`config.mk`:
```
export PLATFORM = sky130hd
export DESIGN_NAME = alu_share_arb
export DESIGN_NICKNAME = d
export VERILOG_FILES = /design/src/rtl/alu_share_arb.sv
export SDC_FILE = /design/constraint.sdc
export NUM_CORES = 1
export LEC_CHECK = 0
export BUFFER_PORTS_ARGS = -buffer_cell sky130_fd_sc_hd__buf_2
export CAP_MARGIN = 20
export CORE_MARGIN = 4
export CORE_UTILIZATION = 41
export CTS_CLUSTER_DIAMETER = 80
export CTS_CLUSTER_SIZE = 8
export DETAILED_ROUTE_END_ITERATION = 6
export PLACE_DENSITY = 0.83
export SLEW_MARGIN = 25
export SYNTH_ARGS = -nofsm -noshare
export SYNTH_HDL_FRONTEND = slang
export SYNTH_SLANG_ARGS = --single-unit
```
`constraint.sdc`:
```
create_clock -name clk_i -period 2 [get_ports clk_i]
set_input_delay 0.6 -clock clk_i [delete_from_list [all_inputs] [get_ports clk_i]]
set_output_delay 0.6 -clock clk_i [all_outputs]
set_load 0.1 [all_outputs]
```
`src/rtl/alu_share_arb.sv`:
```
`default_nettype none
// ============================================================================
// Module   : alu_share_arb
// Brief    : Round-robin arbiter sharing one combinational ALU between NREQ
//            requesters, with a registered issue stage and per-requester
//            response slots.
// Revision : 1.0 - initial release
// ============================================================================
module alu_share_arb #(
    parameter int NREQ = 2
) (
    input  logic                 clk_i,
    input  logic                 rstn_i,
    input  logic [NREQ-1:0]      req_valid_i,
    output logic [NREQ-1:0]      req_ready_o,
    input  logic [5*NREQ-1:0]    req_op_i,
    input  logic [32*NREQ-1:0]   req_a_i,
    input  logic [32*NREQ-1:0]   req_b_i,
    output logic [4:0]           alu_op_o,
    output logic [31:0]          alu_a_o,
    output logic [31:0]          alu_b_o,
    input  logic [31:0]          alu_result_i,
    input  logic                 alu_flag_i,
    output logic [NREQ-1:0]      rsp_valid_o,
    input  logic [NREQ-1:0]      rsp_ready_i,
    output logic [32*NREQ-1:0]   rsp_result_o,
    output logic [NREQ-1:0]      rsp_flag_o
);

    localparam int              C_PTR_W = (NREQ > 1) ? $clog2(NREQ) : 1;
    localparam logic [C_PTR_W-1:0] C_LAST = C_PTR_W'(NREQ - 1);
    localparam logic [C_PTR_W:0]   C_NREQ = (C_PTR_W + 1)'(NREQ);

    logic [NREQ-1:0]      r_busy;
    logic                 r_iss_valid;
    logic [C_PTR_W-1:0]   r_iss_id;
    logic [4:0]           r_iss_op;
    logic [31:0]          r_iss_a;
    logic [31:0]          r_iss_b;
    logic [NREQ-1:0]      r_rsp_valid;
    logic [31:0]          r_rsp_result [NREQ];
    logic [NREQ-1:0]      r_rsp_flag;
    logic [C_PTR_W-1:0]   r_rr_ptr;

    logic [NREQ-1:0]      w_eligible;
    logic [NREQ-1:0]      w_rot;
    logic [C_PTR_W-1:0]   w_off;
    logic [C_PTR_W:0]     w_sum;
    logic                 w_gnt_valid;
    logic [C_PTR_W-1:0]   w_gnt_id;
    logic [C_PTR_W-1:0]   w_rr_next;
    logic [4:0]           w_sel_op;
    logic [31:0]          w_sel_a;
    logic [31:0]          w_sel_b;

    assign w_eligible = req_valid_i & ~r_busy;

    // Rotate the eligible vector so bit 0 is the requester at r_rr_ptr; the
    // lowest set bit is then the round-robin winner.
    assign w_rot = NREQ'({w_eligible, w_eligible} >> r_rr_ptr);

    always_comb begin
        w_gnt_valid = 1'b0;
        w_off       = '0;
        for (int k = NREQ - 1; k >= 0; k--) begin
            if (w_rot[k]) begin
                w_gnt_valid = 1'b1;
                w_off       = C_PTR_W'(k);
            end
        end
        w_sum = {1'b0, r_rr_ptr} + {1'b0, w_off};
        if (w_sum >= C_NREQ) begin
            w_sum = w_sum - C_NREQ;
        end
        w_gnt_id  = w_sum[C_PTR_W-1:0];
        w_rr_next = (w_gnt_id == C_LAST) ? '0 : w_gnt_id + C_PTR_W'(1);
    end

    always_comb begin
        req_ready_o = '0;
        w_sel_op    = '0;
        w_sel_a     = '0;
        w_sel_b     = '0;
        for (int i = 0; i < NREQ; i++) begin
            if (w_gnt_id == C_PTR_W'(i)) begin
                req_ready_o[i] = rstn_i & w_gnt_valid;
                w_sel_op       = req_op_i[5*i +: 5];
                w_sel_a        = req_a_i[32*i +: 32];
                w_sel_b        = req_b_i[32*i +: 32];
            end
        end
    end

    always_ff @(posedge clk_i) begin
        if (!rstn_i) begin
            r_busy      <= '0;
            r_iss_valid <= 1'b0;
            r_iss_id    <= '0;
            r_iss_op    <= '0;
            r_iss_a     <= '0;
            r_iss_b     <= '0;
            r_rsp_valid <= '0;
            r_rsp_flag  <= '0;
            r_rr_ptr    <= '0;
            for (int i = 0; i < NREQ; i++) begin
                r_rsp_result[i] <= '0;
            end
        end else begin
            r_iss_valid <= w_gnt_valid;
            // Operand registers hold their last value while idle.
            if (w_gnt_valid) begin
                r_iss_id <= w_gnt_id;
                r_iss_op <= w_sel_op;
                r_iss_a  <= w_sel_a;
                r_iss_b  <= w_sel_b;
                r_rr_ptr <= w_rr_next;
            end
            for (int i = 0; i < NREQ; i++) begin
                if (r_rsp_valid[i] && rsp_ready_i[i]) begin
                    r_rsp_valid[i] <= 1'b0;
                    r_busy[i]      <= 1'b0;
                end
                if (w_gnt_valid && (w_gnt_id == C_PTR_W'(i))) begin
                    r_busy[i] <= 1'b1;
                end
                if (r_iss_valid && (r_iss_id == C_PTR_W'(i))) begin
                    r_rsp_valid[i]  <= 1'b1;
                    r_rsp_result[i] <= alu_result_i;
                    r_rsp_flag[i]   <= alu_flag_i;
                end
            end
        end
    end

    assign alu_op_o    = rstn_i ? r_iss_op : 5'd0;
    assign alu_a_o     = rstn_i ? r_iss_a  : 32'd0;
    assign alu_b_o     = rstn_i ? r_iss_b  : 32'd0;
    assign rsp_valid_o = r_rsp_valid & {NREQ{rstn_i}};
    assign rsp_flag_o  = r_rsp_flag  & {NREQ{rstn_i}};

    generate
        for (genvar gi = 0; gi < NREQ; gi++) begin : g_rsp
            assign rsp_result_o[32*gi +: 32] = rstn_i ? r_rsp_result[gi] : 32'd0;
        end
    endgenerate

endmodule
`default_nettype wire

```
Word-level counts from Yosys, hierarchy flattened
Memories as Yosys holds them, arrays and structs flattened.
Index checks and enable logic that the tools add are counted.
Widths: inputs -> output; s select.
Storage, ports and cells
  register bits after elaboration: 78
  memory bits (writable): 64
  input bits: 177
  word-level logic and storage cells: 67
  memories kept: 1
Memory list
  r_rsp_result: words 2, width 32, read ports 2, clocked after memory_dff 0, wr ports 2, line 41  | logic [31:0] r_rsp_result [NREQ];
Operators by class
  add/sub/neg operators: 3
  magnitude comparators: 1
  shift operators: 1
  muxes and demuxes: 30
  bitwise gates (word level): 9
  reductions and logical operators: 10
Operators with widths (number)
  $mux 32: 8
  $mux 1: 20
  $mux 5: 2
  $reduce_bool 2->1: 4
  $and 2x2->2: 3
  $logic_and 1x1->1: 6
  $shr 4x1->2: 1
  $add 1x1->2: 1
  $ge 2x2->1 const B: 1
  $not 1->1: 2
  $not 2->2: 1
  $or 1x1->1: 2
  $add 1x1->1 const B: 1
  $and 1x1->1: 1
  $sub 1x1->1 const B: 1

Depth between registers and ports, before layout
  word-level depth: 11
  gate-level depth with buffers: 6
  gate-level depth less buffers: 3

Worst setup path after synthesis
OpenSTA, ideal clock, no wires.
  path type: input port to output port
  start: input rstn_i
  end: output rsp_result_o[0]
  arrival: 1990 ps
  slack: -590 ps
  stages on the path: 4
  path through: clkbuf_1 buf_2 clkbuf_1 and2_1
On the way
  word-level cells in the longest chain between the ends: 1
Ends and longest elaborated chain
  start, declared: line 13  | input logic rstn_i,
  $mux 32: line 143  | assign rsp_result_o[32*gi +: 32] = rstn_i ? r_rsp_result[gi] : 32'd0;
  end, declared: line 26  | output logic [32*NREQ-1:0] rsp_result_o,
Every way passes these cells.

Final worst setup path
  start: input rstn_i
  end: output req_ready_o[0]
On the way
  word-level cells in the longest chain between the ends: 2
Ends and longest elaborated chain
  $and 1x1->1: line 86  | req_ready_o[i] = rstn_i & w_gnt_valid;
  $mux 1: line 85  | if (w_gnt_id == C_PTR_W'(i)) begin
  end, declared: line 15  | output logic [NREQ-1:0] req_ready_o,
Every way passes these cells.

==> results.json <==
{
  "number_of_global_route_vias_before_repair": 5763,
  "worstSetupStartpointType": "input port",
  "timing.max_slew.rel_slack_pct": 61.7,
  "areaGrowthSynthToFinish_pct": 77.8,
  "grt_pass1_wl_um": 32700,
  "cell_breakdown_of_the_critical_path": "buf_12, buf_12, and3_4, buf_12",
  "worstHoldPathType": "input port to flip-flop",
  "hold_violations": 0,
  "delay_heaviest_family_cp": "buffers and inverters",
  "critical_path_peak_fanout": 19,
  "dp_hpwl_um": 15800,
  "synth_top_cells_by_area": "sky130_fd_sc_hd__edfxtp_1 31%, sky130_fd_sc_hd__dfxtp_1 25%, sky130_fd_sc_hd__and2_1 14%",
  "globalRoute.totalOverflow": 0,
  "net-switching-power_uw": 3310,
  "buffer_ports.inserted": 315,
  "fp-row-count": 44,
  "clock_pin_slew_on_the_worst_setup_and_hold_paths_ps": 60,
  "critPathKind": "input port to output port",
  "gp_congestion": 0.857,
  "ctsHtreeMaxLevel": 4,
  "yosysUniqueCellTypes": 24,
  "vdd_drop_max_uv": 529,
  "critical_path.n_buffers_inverters": 3,
  "synth_flop_cell": "sky130_fd_sc_hd__dfxtp_1",
  "grt_start_max_net_pins": 72,
  "synth.yosys.seq_area_share_pct": 55.7,
  "critPathArrivalTime_ps": 1350,
  "run_status": "finished clean",
  "post-route-period-util_pct": 97.5,
  "die_width_um": 131,
  "report.final.slew_viol_count": 0,
  "fp.dieH_um": 131,
  "start_util_pct": 42.4,
  "drt-total-wl_um": 21900,
  "netlist_area_mm2": 0.00625,
  "cts_made_buffers": 17,
  "sw_share_pct": 34.0,
  "avgSynthCellArea_um2": 11.7,
  "drt_pre_antenna_iters": 4,
  "placed_cell_area_mm2": 0.0104,
  "dr_total_vias": 5619,
  "p_int_uw": 6420,
  "power.share.clock_pct": 31.5,
  "final_antenna_net_count": 0,
  "seq_power_share_pct": 35.3,
  "netlist_top_cells_count": "135 x sky130_fd_sc_hd__and2_1, 78 x sky130_fd_sc_hd__dfxtp_1, 69 x sky130_fd_sc_hd__a221o_1, 69 x sky130_fd_sc_hd__nor3b_1, 64 x sky130_fd_sc_hd__edfxtp_1",
  "kind_of_capture_point_of_the_worst_setup_path": "output port",
  "critical_path.max_stage_delay_ps": 240,
  "period_needed_ps": 1950,
  "cap_violations": 0,
  "die_area_mm2": 0.0173,
  "detail_route.iter0.violations": 346,
  "mappedNetlistNets": 710,
  "slew_at_the_pin_with_the_worst_max_slew_slack_ps": 575,
  "post-route-cell-area_mm2": 0.0111,
  "yosysWarningCount": 0,
  "combinationalPowerShare_pct": 33.2,
  "p_leak_uw": 0.00482,
  "synth_enable_flop_cells": 64,
  "global_route.usage.total_pct": 24.1,
  "synth_top_area_share_pct": 30.8,
  "synth_most_common_cell": "sky130_fd_sc_hd__and2_1",
  "grt_antenna_before_repair": 1,
  "top_cell_by_count_worst_path": "sky130_fd_sc_hd__buf_12",
  "synth-seq-cells": 142,
  "post_route_cells_drive_above_1_share_pct": 60.5,
  "post-synth-top-area-cell": "sky130_fd_sc_hd__edfxtp_1",
  "core_area_mm2": 0.0148,
  "clk_path_buf_depth": 2,
  "ios": 316,
  "worstSkewPairLatency_ps": 420,
  "fin_tns_setup_ps": 0,
  "grt_setup_unrepaired": "no",
  "setup_violations": 0,
  "clk_root_buffer_cell": "sky130_fd_sc_hd__clkbuf_16",
  "routedWlPerCell_um": 21.2,
  "cts_tree": "built",
  "finish.net_count": 1013,
  "numClockSinks": 142,
  "detail_route.drc_violations": 0,
  "skew_ps": 6.97,
  "syn-instance-count": 533,
  "power_density_mw_per_mm2": 876,
  "achievable-frequency_mhz": 513,
  "crit_slowest_cell": "sky130_fd_sc_hd__and3_4",
  "ratio_of_routed_vias_to_standard_cells": 5.43,
  "required_time_at_the_worst_slack_endpoint_ps": 1400,
  "ys_async_sr_fraction_pct": 0
}
-- layout make-up --
cell class / count / area, um2
Timing Repair Buffer: 340 / 4030
Multi-Input combinational cell: 333 / 2780
Antenna cell: 1 / 2.50
Tap cell: 184 / 230
Fill cell: 839 / 3640
Clock inverter: 15 / 145
Clock buffer: 17 / 425
Sequential cell: 142 / 3480
Inverter: 2 / 15.0
-- through the flow --
| step | hold slack, ps | std cells | worst slack [ps] | utilization [%] | total power, uW |
|---|---|---|---|---|---|
| after CTS | 364 | 1030 | -37.3 | 74.6 | 9750 |
| after floorplan | 444 | 533 | -141 | - | 5500 |
| after global placement | 451 | 998 | -17.0 | 70.6 | 6610 |
| after global routing | 379 | 1034 | 5.09 | 75.3 | 10000 |
| final | 388 | 1034 | 50.5 | 75.3 | 9730 |
| after detailed placement | 478 | 998 | -65.8 | 70.6 | 6690 |
-- routing by layer --
metal	track usage, %	part of all wire (%)
met4	8.46	2.0
met5	0	0
met1	25.4	36
met2	42.8	53
met3	10.7	9.9
-- cell families (layout without fill, tap and decap cells) --
kind of cell	after synthesis	count (layout)	synth area share (%)
and+or+nand+nor	254	254	26.5
DFF	142	142	55.7
AOI/OAI and AO/OA	78	78	12.2
buffers and inverters	58	374	5.39
muxes	1	1	0.160
other	0	1	0
-- timing repair --
item | in CTS | in global routing
endpoints found under the setup margin | 22 | 49
cloned | 0 | 3
buffers inserted | 0 | 0
gates resized for setup | 8 | 6
hold buffers | 0 | 0
-- final timing paths --
path	slack [ps]	startpoint	end	depth (start not counted)
worst max-delay path	50	rstn_i	req_ready_o[0]	4
worst min register to register	480	r_rsp_flag[1]	r_rsp_flag[1]	2
worst min-delay path	390	rsp_ready_i[1]	r_rsp_valid[1]	2
worst max register to register	380	r_busy[0]	r_iss_b[31]	4
-- power by group through the flow --
stage,Clock [uW],Sequential (uW),Combinational (uW)
after CTS,3110,3430,3210
after global routing,3250,3460,3340
final,3060,3440,3230
after detailed placement,0,3490,3200
after global placement,0,3470,3140
after floorplan,0,3450,2040
-- layout by cell type (no fill, tap or decap), types with 2 or more instances in the layout --
cell type                      n
sky130_fd_sc_hd__buf_2       175
sky130_fd_sc_hd__buf_12      148
sky130_fd_sc_hd__and2_4      117
sky130_fd_sc_hd__dfxtp_1      77
sky130_fd_sc_hd__nor3b_1      69
sky130_fd_sc_hd__a221o_1      69
sky130_fd_sc_hd__edfxtp_1     64
sky130_fd_sc_hd__and3_1       32
sky130_fd_sc_hd__clkbuf_16    20
sky130_fd_sc_hd__and2_2       18
sky130_fd_sc_hd__buf_4        12
sky130_fd_sc_hd__clkinvlp_4    6
sky130_fd_sc_hd__nand2_1       6
sky130_fd_sc_hd__clkinv_1      4
sky130_fd_sc_hd__nand2_2       3
sky130_fd_sc_hd__a31o_1        3
sky130_fd_sc_hd__nor2b_4       2
sky130_fd_sc_hd__nand3_1       2
sky130_fd_sc_hd__bufinv_16     2
sky130_fd_sc_hd__clkinv_4      2
sky130_fd_sc_hd__inv_6         2
sky130_fd_sc_hd__buf_6         2
-- registers in the layout, indices dropped and copies added (netlist names) --
name,cells
r_busy,2
r_iss_a,32
r_iss_b,32
r_iss_id,1
r_iss_op,5
r_iss_valid,1
r_rr_ptr,1
r_rsp_flag,2
r_rsp_result,64
r_rsp_valid,2
Note: power is estimated with default switching activity, not from simulation.
